`src/rtl/store_drain_buffer.sv`:
```
//------------------------------------------------------------------------------
// Module      : store_drain_buffer
// Description : In-order CPU store buffer draining into the data memory write
//               port over a valid/ack handshake, with store-to-load forwarding.
// Revision    : 1.0 - initial release
//------------------------------------------------------------------------------
`default_nettype none

module store_drain_buffer #(
    parameter int ADDR_W = 8,
    parameter int DATA_W = 8,
    parameter int DEPTH  = 4
) (
    input  logic                     clk,
    input  logic                     rst,
    input  logic                     wr_valid,
    output logic                     wr_ready,
    input  logic [ADDR_W-1:0]        wr_addr,
    input  logic [DATA_W-1:0]        wr_data,
    output logic                     mem_we,
    output logic [ADDR_W-1:0]        mem_addr,
    output logic [DATA_W-1:0]        mem_wdata,
    input  logic                     mem_ack,
    input  logic [ADDR_W-1:0]        rd_addr,
    output logic                     fwd_hit,
    output logic [DATA_W-1:0]        fwd_data,
    output logic [$clog2(DEPTH):0]   count,
    output logic                     empty
);

    localparam int c_PTR_W = $clog2(DEPTH);
    localparam int c_CNT_W = c_PTR_W + 1;

    typedef enum logic [0:0] {
        S_IDLE = 1'b0,
        S_REQ  = 1'b1
    } state_t;

    state_t              r_state;
    logic [ADDR_W-1:0]   r_addr_mem [DEPTH];
    logic [DATA_W-1:0]   r_data_mem [DEPTH];
    logic [c_PTR_W-1:0]  r_head;
    logic [c_PTR_W-1:0]  r_tail;
    logic [c_CNT_W-1:0]  r_count;
    logic                r_mem_we;
    logic [ADDR_W-1:0]   r_mem_addr;
    logic [DATA_W-1:0]   r_mem_wdata;

    logic                w_push;
    logic                w_pop;
    logic [c_CNT_W-1:0]  w_count_next;
    logic [c_PTR_W-1:0]  w_sel_ptr;
    logic [c_CNT_W-1:0]  w_sel_stored;
    logic [ADDR_W-1:0]   w_load_addr;
    logic [DATA_W-1:0]   w_load_data;
    logic                w_fwd_hit;
    logic [DATA_W-1:0]   w_fwd_data;
    logic [c_PTR_W-1:0]  w_idx;

    assign wr_ready = (r_count != c_CNT_W'(DEPTH));
    assign w_push   = wr_valid && wr_ready;
    assign w_pop    = r_mem_we && mem_ack;

    always_comb begin
        w_count_next = r_count;
        case ({w_push, w_pop})
            2'b10:   w_count_next = r_count + c_CNT_W'(1);
            2'b01:   w_count_next = r_count - c_CNT_W'(1);
            default: w_count_next = r_count;
        endcase
    end

    // Entry that will be head next cycle: from storage if one is already
    // stored beyond the popped head, otherwise the store arriving right now.
    assign w_sel_ptr    = w_pop ? (r_head + c_PTR_W'(1)) : r_head;
    assign w_sel_stored = r_count - c_CNT_W'(w_pop);
    assign w_load_addr  = (w_sel_stored != '0) ? r_addr_mem[w_sel_ptr] : wr_addr;
    assign w_load_data  = (w_sel_stored != '0) ? r_data_mem[w_sel_ptr] : wr_data;

    always_ff @(posedge clk) begin
        if (w_push) begin
            r_addr_mem[r_tail] <= wr_addr;
            r_data_mem[r_tail] <= wr_data;
        end
    end

    always_ff @(posedge clk) begin
        if (rst) begin
            r_state     <= S_IDLE;
            r_head      <= '0;
            r_tail      <= '0;
            r_count     <= '0;
            r_mem_we    <= 1'b0;
            r_mem_addr  <= '0;
            r_mem_wdata <= '0;
        end else begin
            r_head  <= r_head + c_PTR_W'(w_pop);
            r_tail  <= r_tail + c_PTR_W'(w_push);
            r_count <= w_count_next;
            case (r_state)
                S_IDLE: begin
                    if (w_count_next != '0) begin
                        r_mem_we    <= 1'b1;
                        r_mem_addr  <= w_load_addr;
                        r_mem_wdata <= w_load_data;
                        r_state     <= S_REQ;
                    end
                end
                S_REQ: begin
                    if (w_pop) begin
                        if (w_count_next != '0) begin
                            r_mem_addr  <= w_load_addr;
                            r_mem_wdata <= w_load_data;
                        end else begin
                            r_mem_we <= 1'b0;
                            r_state  <= S_IDLE;
                        end
                    end
                end
                default: begin
                    r_mem_we <= 1'b0;
                    r_state  <= S_IDLE;
                end
            endcase
        end
    end

    // Walk entries oldest to youngest so the last match wins.
    always_comb begin
        w_fwd_hit  = 1'b0;
        w_fwd_data = '0;
        w_idx      = '0;
        for (int i = 0; i < DEPTH; i++) begin
            w_idx = r_head + c_PTR_W'(i);
            if ((c_CNT_W'(i) < r_count) && (r_addr_mem[w_idx] == rd_addr)) begin
                w_fwd_hit  = 1'b1;
                w_fwd_data = r_data_mem[w_idx];
            end
        end
    end

    assign fwd_hit   = w_fwd_hit;
    assign fwd_data  = w_fwd_data;
    assign mem_we    = r_mem_we;
    assign mem_addr  = r_mem_addr;
    assign mem_wdata = r_mem_wdata;
    assign count     = r_count;
    assign empty     = (r_count == '0);

endmodule

`default_nettype wire

```
`config.mk`:
```
export PLATFORM = sky130hd
export DESIGN_NAME = store_drain_buffer
export DESIGN_NICKNAME = d
export VERILOG_FILES = /design/src/rtl/store_drain_buffer.sv
export SDC_FILE = /design/constraint.sdc
export NUM_CORES = 1
export LEC_CHECK = 0
export CORE_AREA = 10 10 107 109
export CTS_CLUSTER_DIAMETER = 150
export CTS_CLUSTER_SIZE = 40
export DETAILED_ROUTE_END_ITERATION = 10
export DIE_AREA = 0 0 117 119
export GPL_TIMING_DRIVEN = 0
export PLACE_DENSITY_LB_ADDON = 0.15
export SLEW_MARGIN = 0
export SYNTH_ARGS = -nofsm -noshare
export SYNTH_HDL_FRONTEND = slang
export SYNTH_SLANG_ARGS = --single-unit
```
`constraint.sdc`:
```
create_clock -name clk -period 5 [get_ports clk]
set_input_delay 0.75 -clock clk [delete_from_list [all_inputs] [get_ports clk]]
set_output_delay 0.75 -clock clk [all_outputs]
set_load 0.02 [all_outputs]
```
After elaboration in Yosys (flattened, before gate mapping)
Memories as Yosys holds them, arrays and structs flattened. A register that Yosys moved wholly into a read port is not among the register bits.
Index checks and enable logic that the tools add are counted.
{"block": "classes", "addsub": 8, "order_cmp": 4, "n_eq_ne": 10, "n_mux": 29, "n_bitwise": 1, "reduce_logical": 10}
{"cell": "$mux W8", "count": 10}
{"cell": "$eq A8 B8 Y1", "count": 4}
{"cell": "$pmux W8 S2", "count": 2}
{"cell": "$mux W1", "count": 11}
{"cell": "$logic_and A1 B1 Y1", "count": 6}
{"cell": "$lt A1 B3 Y1 const A", "count": 2}
{"cell": "$lt A2 B3 Y1 const A", "count": 2}
{"cell": "$mux W2", "count": 3}
{"cell": "$pmux W3 S2", "count": 1}
{"cell": "$reduce_bool A3 Y1", "count": 2}
{"cell": "$add A2 B1 Y2", "count": 2}
{"cell": "$add A2 B2 Y2 const B", "count": 2}
{"cell": "$ne A2 B2 Y1 const B", "count": 2}
{"cell": "$pmux W1 S2", "count": 2}
{"cell": "$add A3 B1 Y3 const B", "count": 1}
{"cell": "$logic_not A3 Y1", "count": 1}
{"cell": "$ne A3 B3 Y1 const B", "count": 1}
{"cell": "$reduce_and A3 Y1", "count": 1}
{"cell": "$sub A3 B1 Y3", "count": 1}
{"cell": "$sub A3 B1 Y3 const B", "count": 1}
{"cell": "$add A2 B1 Y2 const B", "count": 1}
{"cell": "$eq A2 B1 Y1 const B", "count": 1}
{"cell": "$eq A2 B2 Y1 const B", "count": 1}
{"cell": "$ne A2 B1 Y1 const B", "count": 1}
{"cell": "$not A1 Y1", "count": 1}
{"block": "totals", "regBits": 25, "ramBits": 64, "inputBits": 28, "out_inout_bits": 31, "elab_cells": 71, "memories": 2}
{"name": "r_addr_mem", "depth": 4, "word_bits": 8, "read_ports": 5, "rd_ports_with_merged_regs": 1, "wr": 1, "line_no": "40", "source": "logic [ADDR_W-1:0] r_addr_mem [DEPTH];"}
{"name": "r_data_mem", "depth": 4, "word_bits": 8, "read_ports": 5, "rd_ports_with_merged_regs": 1, "wr": 1, "line_no": "41", "source": "logic [DATA_W-1:0] r_data_mem [DEPTH];"}

Depth between registers and ports, before layout
{"block": "depth", "depth_word": 8, "mapped_depth": 14, "depth_no_buf": 13}

Least setup slack after synthesis
Ideal clock, no wire load.
{"block": "synth_timing", "path_kind": "input port to output port", "start": "in rd_addr[4]", "end": "out fwd_data[6]", "arrival_ns": 2.807, "t_required_ns": 4.250, "setup_slack_ns": 1.443, "stages": 10, "n_path_buf": 3, "cell_sequence": "clkbuf_1 > xnor2_1 > nor3_1 > a31oi_1 > or3_1 > buf_6 > nand2_4 > buf_6 > o221ai_1 > a211oi_1"}
{"block": "synth_via", "elab_chain_len": 6, "elab_cells_between_ends": 12, "classes_between": "eq/ne: 4; mux: 4; reduce/logical: 4"}
{"item": "start, declared", "line_no": "24", "source": "input logic [ADDR_W-1:0] rd_addr,"}
{"item": "$eq A8 B8 Y1", "line_no": "135", "source": "if ((c_CNT_W'(i) < r_count) && (r_addr_mem[w_idx] == rd_addr)) begin"}
{"item": "$logic_and A1 B1 Y1", "line_no": "135"}
{"item": "$mux W8 (3 in a row)", "line_no": "135"}
{"item": "$mux W8 *", "line_no": "135"}
{"item": "end, declared", "line_no": "26", "source": "output logic [DATA_W-1:0] fwd_data,"}
Every way passes the cells marked *; elsewhere a longest branch is shown, timed or not.

Worst setup path after layout
{"block": "layout_timing", "start": "reg r_head[1]", "end": "out fwd_data[2]"}
{"block": "layout_via", "elab_chain_len": 7, "elab_cells_between_ends": 14, "classes_between": "add/sub: 3; eq/ne: 3; mux: 3; reduce/logical: 3; memory: 2"}
{"item": "start, declared", "line_no": "42", "source": "logic [c_PTR_W-1:0] r_head;"}
{"item": "start signal, assigned", "line_no": "97", "source": "r_head <= r_head + c_PTR_W'(w_pop);"}
{"item": "$add A2 B1 Y2", "line_no": "134", "source": "w_idx = r_head + c_PTR_W'(i);"}
{"item": "$mem_v2 Z4 W8"}
{"item": "$eq A8 B8 Y1", "line_no": "135"}
{"item": "$logic_and A1 B1 Y1", "line_no": "135"}
{"item": "$mux W8 (2 in a row)", "line_no": "135"}
{"item": "$mux W8 *", "line_no": "135"}
Marks and branches as above.

==> impl_metrics.py <==
metrics = {
    "run_status": {
        "status": "finished, final reports clean",
    },
    "min_path": {
        "hold_depth": 2,
        "worstHoldPathType": "register to register",
        "min_to": "r_state$_SDFF_PP0_",
        "min_from": "r_state$_SDFF_PP0_",
    },
    "synthesis": {
        "syn_area_um2": 5514,
        "synth_top_area_cell": "edfxtp_1",
        "synth_edf_count": 64,
        "synthTopCellsByArea": "edfxtp_1 (35%), mux2i_1 (12%), dfxtp_1 (9.1%), mux4_2 (6.5%), xnor2_1 (5.6%)",
        "syn_area_per_cell_um2": 12.20,
        "async_reset_ff_frac": 0,
        "yosys_register_bits": 89,
        "synth_top_flop_cell": "edfxtp_1",
        "yosys_warnings": 0,
        "synthCells": 452,
        "synth_cell_type_count": 46,
        "syn_nets": 490,
        "ys_seq_area_frac": 0.4393,
        "synth_top_area_share": 0.3485,
    },
    "worst_setup_path": {
        "arrival_ns": 3.91,
        "required_ns": 4.25,
        "worstSetupPathType": "register to output port",
        "r2r_slack_ns": 1.40,
        "r2r_end": "mem_addr[7]$_SDFFE_PP0P_",
        "crit_fanout": 10,
        "endpoint_kind": "output port",
        "worst_r2r_startpoint": "count[2]$_SDFF_PP0_",
        "critPathLaunchType": "register",
        "ff2ff_path_depth": 12,
    },
    "layout": {
        "nets": 553,
        "final-seq-area_um2": 2422,
        "multiInputGateArea_um2": 2844,
        "drive_gt1_frac": 0.1615,
        "syn_to_final_growth_pct": 15.54,
        "fillerInstances": 745,
        "n_antenna_cell": 0,
    },
    "grt": {
        "grt_usage": 0.2102,
        "antenna_found_initial": 0,
        "grt_first_pass_wirelength_um": 22800,
        "first_global_vias": 4220,
        "overflow": 0,
        "grt_max_degree": 17,
    },
    "floorplanning": {
        "io_pins": 59,
        "die_area_um2": 13920,
        "rows": 36,
        "initial_utilization": 0.5829,
        "die_h_um": 119,
        "core_um2": 9459,
        "fp.dieW_um": 117,
    },
    "clocking": {
        "cts_buffers": 9,
        "cts.sinks": 89,
        "cts_setup_buffers": 0,
        "cts_root_buffer": "clkbuf_8",
        "clock_latency_ns": 0.38,
        "h-tree-depth": 3,
        "cts_max_path_buffers": 2,
        "cts_resized": 0,
        "cts_tree": "done",
        "postCtsHoldBufs": 0,
        "clk_pin_slew_worst_paths_ns": 0.09,
    },
    "sta": {
        "setup_tns_ns": 0,
        "hold_violations": 0,
        "maxSlewHeadroom": 0.3271,
        "finalCriticalPeriod_ns": 4.664,
        "fmax_ghz": 0.2144,
        "period_share": 0.9328,
        "slew_violations": 0,
        "fin_skew_ns": 0.007985,
        "tightest_slew_ns": 1.009,
        "rsz0062_at_grt": "no",
        "setup_ws_ns": 0.3359,
        "finalSetupViolations": 0,
    },
    "place": {
        "dpl.hpwl_um": 10270,
        "io_buffer_count": 49,
        "pre_cts_ws_ns": 0.5995,
        "gp_congestion": 0.9279,
    },
    "drt": {
        "drtIter0Drc": 373,
        "vias_per_cell": 6.522,
        "wirelength_um": 14620,
        "routedWlPerCell_um": 23.06,
        "via_count": 4135,
        "drtAntennaViolNets": 0,
        "drc": 0,
        "firstDrtPassIters": 5,
    },
    "job": {
        "maxCapViolations": 0,
    },
    "power": {
        "p_per_area_nw_per_um2": 373.0,
        "leakage_nw": 2.073,
        "ir_worst_vdd_mv": 0.2810,
    },
}
==> worst max path at each step <==
| stage | slack (ns) | to | startpoint |
|---|---|---|---|
| CTS | 0.36 | fwd_data[2] | r_head[1]$_SDFF_PP0_ |
| global placement | 0.65 | fwd_data[7] | rd_addr[2] |
| detailed placement | 0.60 | fwd_data[2] | rd_addr[2] |
| finish | 0.34 | fwd_data[2] | r_head[1]$_SDFF_PP0_ |
| floorplan | 1.44 | fwd_data[6] | rd_addr[4] |
| global route | 0.06 | fwd_data[2] | r_head[1]$_SDFF_PP0_ |
==> cell families (layout without fill, tap and decap cells) <==
logic type,after synthesis,after routing,synth area share
buffers and inverters,46,114,0.04720
muxes,108,108,0.2383
adders and majority gates,10,10,0.02269
and+or+nand+nor,84,84,0.08305
DFF,89,89,0.4393
AOI/OAI and AO/OA,74,74,0.1044
xor gates and xnor gates,41,41,0.06512
==> power breakdown <==
| group | total (mW) | switching [mW] | internal, mW |
|---|---|---|---|
| Sequential | 0.945 | 0.0587 | 0.886 |
| Combinational | 0.963 | 0.535 | 0.428 |
| Clock | 0.469 | 0.284 | 0.185 |
| Total | 2.38 | 0.877 | 1.50 |
==> cells in the mapped netlist (all sizes together) (2+ instances only) <==
| cell type | count |
|---|---|
| o21ai | 2 |
| mux2i | 66 |
| buf | 15 |
| mux4 | 16 |
| nand4 | 4 |
| or3 | 3 |
| a21oi | 11 |
| nor2b | 3 |
| ha | 10 |
| o221ai | 16 |
| or3b | 8 |
| nor3 | 19 |
| mux2 | 26 |
| inv | 7 |
| dfxtp | 25 |
| xnor2 | 35 |
| nor2 | 29 |
| nor4 | 2 |
| a211oi | 32 |
| o211a | 8 |
| edfxtp | 64 |
| nand3 | 3 |
| clkbuf | 23 |
| and3 | 3 |
| xor2 | 6 |
| nand2 | 8 |
==> metrics by stage <==
stage	total power, mW	util	hold slack [ns]	instances	cell area (um^2)
2_1_floorplan	1.572	-	0.4633	452	5514
3_3_place_gp	1.892	0.6499	0.4705	615	6147
3_5_place_dp	1.916	0.6548	0.4906	618	6193
4_1_cts	2.376	0.6735	0.5043	634	6371
5_1_grt	2.492	0.6735	0.5373	634	6371
6_report	2.376	0.6735	0.5012	634	6371
==> worst max-delay path, stage by stage (launching register included) <==
cell             delay, ns
dfxtp_1               0.34
buf_6                 0.12
buf_6                 0.18
mux2i_1               0.33
mux2i_1               0.15
xnor2_1               0.22
nand3_1               0.11
or3_1                 0.43
buf_6                 0.17
nand3_1               0.36
a211oi_1              0.11
a211oi_1              0.35
clkdlybuf4s50_1       0.68
==> sequential cells by signal, summed over array words and instances (netlist names) <==
| name | cells |
|---|---|
| count | 3 |
| mem_addr | 8 |
| mem_wdata | 8 |
| mem_we | 1 |
| r_addr_mem | 32 |
| r_data_mem | 32 |
| r_head | 2 |
| r_state | 1 |
| r_tail | 2 |
==> layout by cell type (no fill, tap or decap), types with 3 or more instances in the layout <==
master and instances:
clkbuf_8 9, o221ai_1 16, mux2i_1 66, nand2_1 7
xnor2_1 35, xor2_1 6, clkdlybuf4s50_1 49, clkinv_4 3
mux2_2 26, mux4_2 16, clkbuf_1 22, edfxtp_1 64
a21oi_1 10, a211oi_1 31, buf_1 3, nor2_1 28
ha_1 10, or3_1 3, dfxtp_1 25, or3b_1 8
buf_6 8, nand3_1 3, inv_1 6, nor2b_1 3
o211a_1 8, nand4_1 3, nor3_1 18, and3_1 3
==> final cells by class <==
class | count | area share
plain buffers | 38 | 0.03614
clock buffers | 9 | 0.01944
clock inverters | 7 | 0.008445
inverters | 8 | 0.004713
multi-input cells | 317 | 0.4464
flip-flops and latches | 89 | 0.3802
well taps | 114 | 0.02239
repair buffers | 52 | 0.08229
==> routing by layer <==
metal	share of wire	GRT usage	up-vias
met5	0	0	-
li1	-	-	1875
met1	0.42	0.2776	2059
met4	0.015	0.05796	0
met3	0.073	0.04167	25
met2	0.49	0.3419	176
(Power assumes the default switching activity.)
